===== config.mk =====
export PLATFORM = sky130hd
export DESIGN_NAME = wb_regfile
export DESIGN_NICKNAME = d
export VERILOG_FILES = /design/src/rtl/wb_regfile_pkg.sv /design/src/rtl/wb_regfile_select.sv /design/src/rtl/wb_regfile.sv
export SDC_FILE = /design/constraint.sdc
export NUM_CORES = 2
export LEC_CHECK = 0
export BUFFER_PORTS_ARGS = -buffer_cell sky130_fd_sc_hd__buf_2
export CORE_MARGIN = 3
export CORE_UTILIZATION = 62
export CTS_CLUSTER_DIAMETER = 200
export DETAILED_ROUTE_END_ITERATION = 8
export PLACE_DENSITY = 0.88
export SETUP_SLACK_MARGIN = 0.1
export SLEW_MARGIN = 20
export SYNTH_ARGS = -nofsm -noshare
export SYNTH_HDL_FRONTEND = slang
export SYNTH_SLANG_ARGS = --single-unit

===== constraint.sdc =====
create_clock -name clk -period 3.4 [get_ports clk]
set_clock_uncertainty 0.15 [all_clocks]
set_input_delay 0.17 -clock clk [delete_from_list [all_inputs] [get_ports clk]]
set_output_delay 0.17 -clock clk [all_outputs]
set_load 0.02 [all_outputs]

===== src/rtl/wb_regfile_pkg.sv =====
// Shared definitions for the write-back stage, register file, MEM/WB buffer
// and hazard unit: default widths, the hardwired-zero register index and the
// MemToReg select encoding.
package wb_regfile_pkg;

  localparam int WB_DATA_W = 32;
  localparam int WB_ADDR_W = 5;
  localparam int REG_ZERO  = 0;

  // MemToReg select: which MEM/WB result is written back.
  typedef enum logic {
    SEL_ALU = 1'b0,
    SEL_MEM = 1'b1
  } wb_sel_e;

endpackage


===== src/rtl/wb_regfile_select.sv =====
// Write-back select: 2:1 mux between the load result and the ALU result.
// Purely combinational; the output is meaningful even when no write occurs.
module wb_select
  import wb_regfile_pkg::*;
#(
  parameter int DATA_W = WB_DATA_W
) (
  input  logic              mem_to_reg_i,
  input  logic [DATA_W-1:0] mem_res_i,
  input  logic [DATA_W-1:0] alu_res_i,
  output logic [DATA_W-1:0] wb_data_o
);

  wb_sel_e sel;
  assign sel = wb_sel_e'(mem_to_reg_i);

  // Pick the memory result for loads, the ALU result otherwise.
  always_comb begin
    wb_data_o = alu_res_i;
    case (sel)
      SEL_MEM: wb_data_o = mem_res_i;
      default: wb_data_o = alu_res_i;
    endcase
  end

endmodule


===== src/rtl/wb_regfile.sv =====
// Write-back stage and architectural register file.
// Selects the write-back value, commits it to a 2**ADDR_W entry register file
// (entry 0 hardwired to zero), serves two asynchronous read ports and counts
// committed writes.
// Optional feature macro: WB_BYPASS_EN -- when defined, a write committing
// this cycle is forwarded to a read port addressing the same register
// (write-first); when undefined the read ports return pre-edge contents.
module wb_regfile
  import wb_regfile_pkg::*;
#(
  parameter int DATA_W = WB_DATA_W,
  parameter int ADDR_W = WB_ADDR_W
) (
  input  logic              clk,
  input  logic              rst,
  input  logic              wb_reg_write,
  input  logic              wb_mem_to_reg,
  input  logic [DATA_W-1:0] wb_mem_res,
  input  logic [DATA_W-1:0] wb_alu_res,
  input  logic [ADDR_W-1:0] wb_dest,
  input  logic [ADDR_W-1:0] rd_addr_a,
  input  logic [ADDR_W-1:0] rd_addr_b,
  output logic [DATA_W-1:0] rd_data_a,
  output logic [DATA_W-1:0] rd_data_b,
  output logic [DATA_W-1:0] wb_data,
  output logic [31:0]       wr_count
);

  localparam int DEPTH = 2 ** ADDR_W;
  localparam logic [ADDR_W-1:0] ZERO_IDX = ADDR_W'(REG_ZERO);

  logic [DATA_W-1:0] regs_q [DEPTH];
  logic [DATA_W-1:0] regs_d [DEPTH];
  logic [31:0]       wr_count_q;
  logic [31:0]       wr_count_d;
  logic              commit;

  // Write-back value selection.
  wb_select #(
    .DATA_W (DATA_W)
  ) u_select (
    .mem_to_reg_i (wb_mem_to_reg),
    .mem_res_i    (wb_mem_res),
    .alu_res_i    (wb_alu_res),
    .wb_data_o    (wb_data)
  );

  // A write commits only when enabled, targeting a non-zero register, and
  // never while reset is asserted (reset wins over a simultaneous write).
  assign commit = wb_reg_write && !rst && (wb_dest != ZERO_IDX);

  // Per-entry next state; entry 0 is tied to zero so it can never change.
  generate
    for (genvar gi = 0; gi < DEPTH; gi++) begin : g_entry
      if (gi == REG_ZERO) begin : g_zero
        assign regs_d[gi] = '0;
      end else begin : g_data
        assign regs_d[gi] = (commit && (wb_dest == ADDR_W'(gi))) ? wb_data
                                                                 : regs_q[gi];
      end
    end
  endgenerate

  // Register array update with synchronous clear of every entry.
  always_ff @(posedge clk) begin
    if (rst) begin
      for (int i = 0; i < DEPTH; i++) begin
        regs_q[i] <= '0;
      end
    end else begin
      regs_q <= regs_d;
    end
  end

  // Committed-write counter; wraps silently.
  assign wr_count_d = wr_count_q + 32'(commit);

  // Counter register, cleared by reset, updated on the commit edge.
  always_ff @(posedge clk) begin
    if (rst) begin
      wr_count_q <= '0;
    end else begin
      wr_count_q <= wr_count_d;
    end
  end

  assign wr_count = wr_count_q;

  // Two identical read ports share one description.
  logic [ADDR_W-1:0] rd_addr [2];
  logic [DATA_W-1:0] rd_data [2];

  assign rd_addr[0] = rd_addr_a;
  assign rd_addr[1] = rd_addr_b;
  assign rd_data_a  = rd_data[0];
  assign rd_data_b  = rd_data[1];

  generate
    for (genvar gi = 0; gi < 2; gi++) begin : g_port
      // Asynchronous read; index 0 reads zero regardless of array contents.
      always_comb begin
        rd_data[gi] = regs_q[rd_addr[gi]];
        if (rd_addr[gi] == ZERO_IDX) begin
          rd_data[gi] = '0;
        end
`ifdef WB_BYPASS_EN
        // Forward the value committing this cycle (commit implies a
        // non-zero destination, so index 0 is never forwarded).
        else if (commit && (rd_addr[gi] == wb_dest)) begin
          rd_data[gi] = wb_data;
        end
`endif
      end
    end
  endgenerate

endmodule


==> metrics.md <==
| Metric | Value |
|---|---|
| Row cnt | 104 |
| I/O pins | 211 |
| Avg Cell Area, Syn | 10.1 µm² |
| IO Port Bufs | 210 |
| Largest net degree at the start of global routing | 227 |
| DP HPWL | 102 mm |
| CP Buf/Inv Count | 5 |
| Max Clk Rate | 0.319 GHz |
| Drt pass-1 iters | 9 |
| Arrival @ worst endpoint | 2.82 ns |
| Top post-synthesis cells by area | dfxtp_1 40%, mux4_2 17%, a211oi_1 15% |
| Core region area | 81,100 µm² |
| Final instance area | 57,400 µm² |
| WL final | 184 mm |
| Vias in the first global route | 46,900 |
| Initial antenna violation count | 17 |
| R2R Setup Slk | 0.95 ns |
| Worst-skew pair later-pin latency | 0.70 ns |
| CP startpoint kind | input pin |
| Maximum root-to-sink buffer count | 3 |
| Lkg Pwr | 18.9 nW |
| Leading area contributor after synthesis | dfxtp_1 |
| First-pass GRT wire length | 276 mm |
| Die Span X | 293 µm |
| Synthesized area | 51,100 µm² |
| Final number of hold-violating endpoints | 0 |
| Syn Nets | 5,152 |
| WHS Path Cells | 3 |
| Max IR drop VDD | 0.398 mV |
| Max-cap violations | 0 |
| Worst Tran Pin Value | 1.26 ns |
| RePlAce Congestion | 0.920 |
| H-tree Lvls | 3 |
| WL per Instance | 30.0 µm |
| Slowest cell on the critical path | o31ai_1 |
| Synth cell types | 48 |
| Asr flop ratio synth | 0 |
| Worst path max stage delay | 0.55 ns |
| Synth Flop Type | dfxtp_1 |
| CTS buffer count | 101 |
| Via/cell ratio | 7.74 |
| Number of synthesized flops with an enable pin | 0 |
| Clock period minus worst slack | 3.14 ns |
| DR iter-0 viols | 8,795 |
| Fill cells | 5,021 |
| Slew HR | 0.162 |
| DP Area | 53,500 µm² |
| Max-slew violations | 0 |
| Grt ovf | 0 |
| Die Y | 293 µm |
| R2r worst-path depth | 6 |
| Initial core utilization | 0.630 |
| Area Growth Syn to Fin | 12.3% |
| Fraction of layout instances using a drive strength above 1 | 0.212 |
| Top cell type's share of synthesized area | 0.401 |
| Total GRT Usage | 0.415 |
| Hold path startpoint | wb_alu_res[10] |
| Worst reg2reg endpoint | wr_count[22] |
| CP Class | input pin to output port |
| Routed via count | 47,400 |
| Synth Warn # | 0 |
| NumNets Final | 5,070 |
| CTS clock-pin slew for the worst setup and hold paths | 0.07 ns |
| Outcome | finished, final reports clean |
| # clock sinks | 1,024 |
| Number of routed nets with antenna violations | 0 |
| Cell mode on critical path | buf_4 |
| CP delay by family, top | buffers and inverters |
| Post-synthesis sequential area ratio | 0.401 |
| Most frequent cells in the layout | 1,024 x a211oi_1, 1,024 x dfxtp_1, 1,011 x nor2_1, 384 x mux4_2, 244 x mux2i_1 |
| Crit end category | output port |
| DR DRC count | 0 |
| Worst R2R Start | wr_count[0] |
| TritonCTS clock tree | yes |
| Critical-path maximum fanout | 65 |
| Req. time, crit path | 3.08 ns |
| Post-synthesis instance total | 5,067 |
| Period utilization | 0.922 |
| Hold Crit Class | input pin to flip-flop |
| RSZ-0062 raised after global routing | yes |
| Die area | 85,900 µm² |
| Critical-path cell list | buf_8 -> buf_12 -> buf_4 -> mux4_2 -> mux2i_1 -> and2_1 -> o31ai_1 -> buf_4 -> buf_2 |
| PwrDens | 461 nW/µm² |
| Root Buffer | clkbuf_16 |
| Number of synthesized register bits | 1,024 |
| # setup viols final | 0 |
| Setup_tns | 0 ns |
| WHS Endpoint | regs_q[138] |
-- synth_stat cells (2+ instances only) --
| cell type | instances |
|---|---|
| a211oi_1 | 1024 |
| dfxtp_1 | 1024 |
| nor2_1 | 1013 |
| clkbuf_1 | 428 |
| mux4_2 | 384 |
| mux2i_1 | 276 |
| buf_2 | 136 |
| a22o_1 | 96 |
| o21ai_0 | 71 |
| a21oi_1 | 70 |
| o22ai_1 | 70 |
| nand2_1 | 69 |
| mux2_2 | 46 |
| o31ai_1 | 43 |
| inv_1 | 37 |
| and2_1 | 36 |
| buf_1 | 31 |
| a22oi_1 | 26 |
| a311o_1 | 26 |
| buf_4 | 20 |
| nor3_4 | 15 |
| nor3_2 | 13 |
| or4_1 | 13 |
| a221oi_1 | 12 |
| nand3_1 | 12 |
| nor2b_1 | 9 |
| or3_1 | 8 |
| nand2b_1 | 7 |
| nand4_1 | 7 |
| a211o_1 | 6 |
| xor2_1 | 6 |
| and4_1 | 4 |
| xnor2_1 | 4 |
| nor4_1 | 3 |
| nor4_4 | 3 |
| and3_1 | 2 |
| buf_6 | 2 |
| ha_1 | 2 |
| nor3_1 | 2 |
| or2_1 | 2 |
| or2_2 | 2 |
-- metrics by stage --
| step | power (mW) | std cells | hold slack, ns | setup WS (ns) | utilization |
|---|---|---|---|---|---|
| 2_1_floorplan | 13.9 | 5067 | 0.334 | 0.672 | - |
| 6_report | 26.5 | 6130 | 0.0159 | 0.264 | 0.708 |
| 5_1_grt | 26.9 | 6125 | 0.0274 | 0.0980 | 0.708 |
| 4_1_cts | 26.2 | 6121 | 0.000425 | 0.379 | 0.707 |
| 3_3_place_gp | 14.8 | 5901 | 0.241 | 0.556 | 0.660 |
| 3_5_place_dp | 14.8 | 5901 | 0.243 | 0.485 | 0.660 |
-- worst reg2reg max path: cells and delay by family (launching register included) --
family | cells | cell delay, ns
simple gates | 3 | 1.32
compound gates | 1 | 0.15
flops | 1 | 0.33
fa+ha+maj | 2 | 0.43
-- timing repair --
action / in CTS / in global routing
gates resized for setup: 0 / 1
buffers inserted: 0 / 0
endpoints found under the hold margin: 202 / 3
hold buffers: 38 / 2
endpoints found under the setup margin: 0 / 1
-- final cells by class --
cell class	count	area (µm²)	share of cell area
clock buffer	138	2880	0.0501
tap	1060	1330	0.0231
sequential	1024	20500	0.357
multi-input combinational	3388	28400	0.494
clock inverter	44	563	0.00981
timing repair buffer	432	3590	0.0625
inverter	38	148	0.00257
antenna	6	15.0	0.000262
-- where the power goes --
group | switching [mW] | leakage (nW) | internal [mW]
combinational | 1.78 | 9.00 | 0.826
sequential | 0.0723 | 8.25 | 12.1
clock | 5.01 | 1.69 | 6.70
-- layer usage --
metal | track usage | up-vias | part of all wire
met5 | 0.0122 | - | 0.0011
met1 | 0.498 | 22400 | 0.33
met2 | 0.605 | 4576 | 0.43
met4 | 0.302 | 20 | 0.082
met3 | 0.166 | 1404 | 0.16
li1 | - | 19100 | -
-- worst max path at each step --
stage                             from             to  cells past startpoint
after global placement    rd_addr_b[2]  rd_data_b[22]                      9
after CTS                          rst   wr_count[22]                     10
after global routing               rst   wr_count[22]                     10
final                     rd_addr_b[2]  rd_data_b[22]                      9
after floorplan             wb_dest[0]   wr_count[22]                     11
after detailed placement  rd_addr_b[2]  rd_data_b[22]                      9
-- cells by family (layout without fill, tap and decap cells) --
| group | after synthesis | after routing | share of synthesized area |
|---|---|---|---|
| muxes | 706 | 706 | 0.233 |
| and+or+nand+nor | 1226 | 1226 | 0.102 |
| other | 0 | 6 | 0 |
| buffers and inverters | 655 | 652 | 0.0532 |
| adders and majority gates | 2 | 2 | 0.000490 |
| xor gates and xnor gates | 10 | 10 | 0.00171 |
| DFF | 1024 | 1024 | 0.401 |
| AOI/OAI and AO/OA | 1444 | 1444 | 0.208 |
-- flip-flops by register name (all words and copies together) (netlist names) --
register and cells:
wr_count 32, regs_q 992
Note: power is estimated with default switching activity, not from simulation.
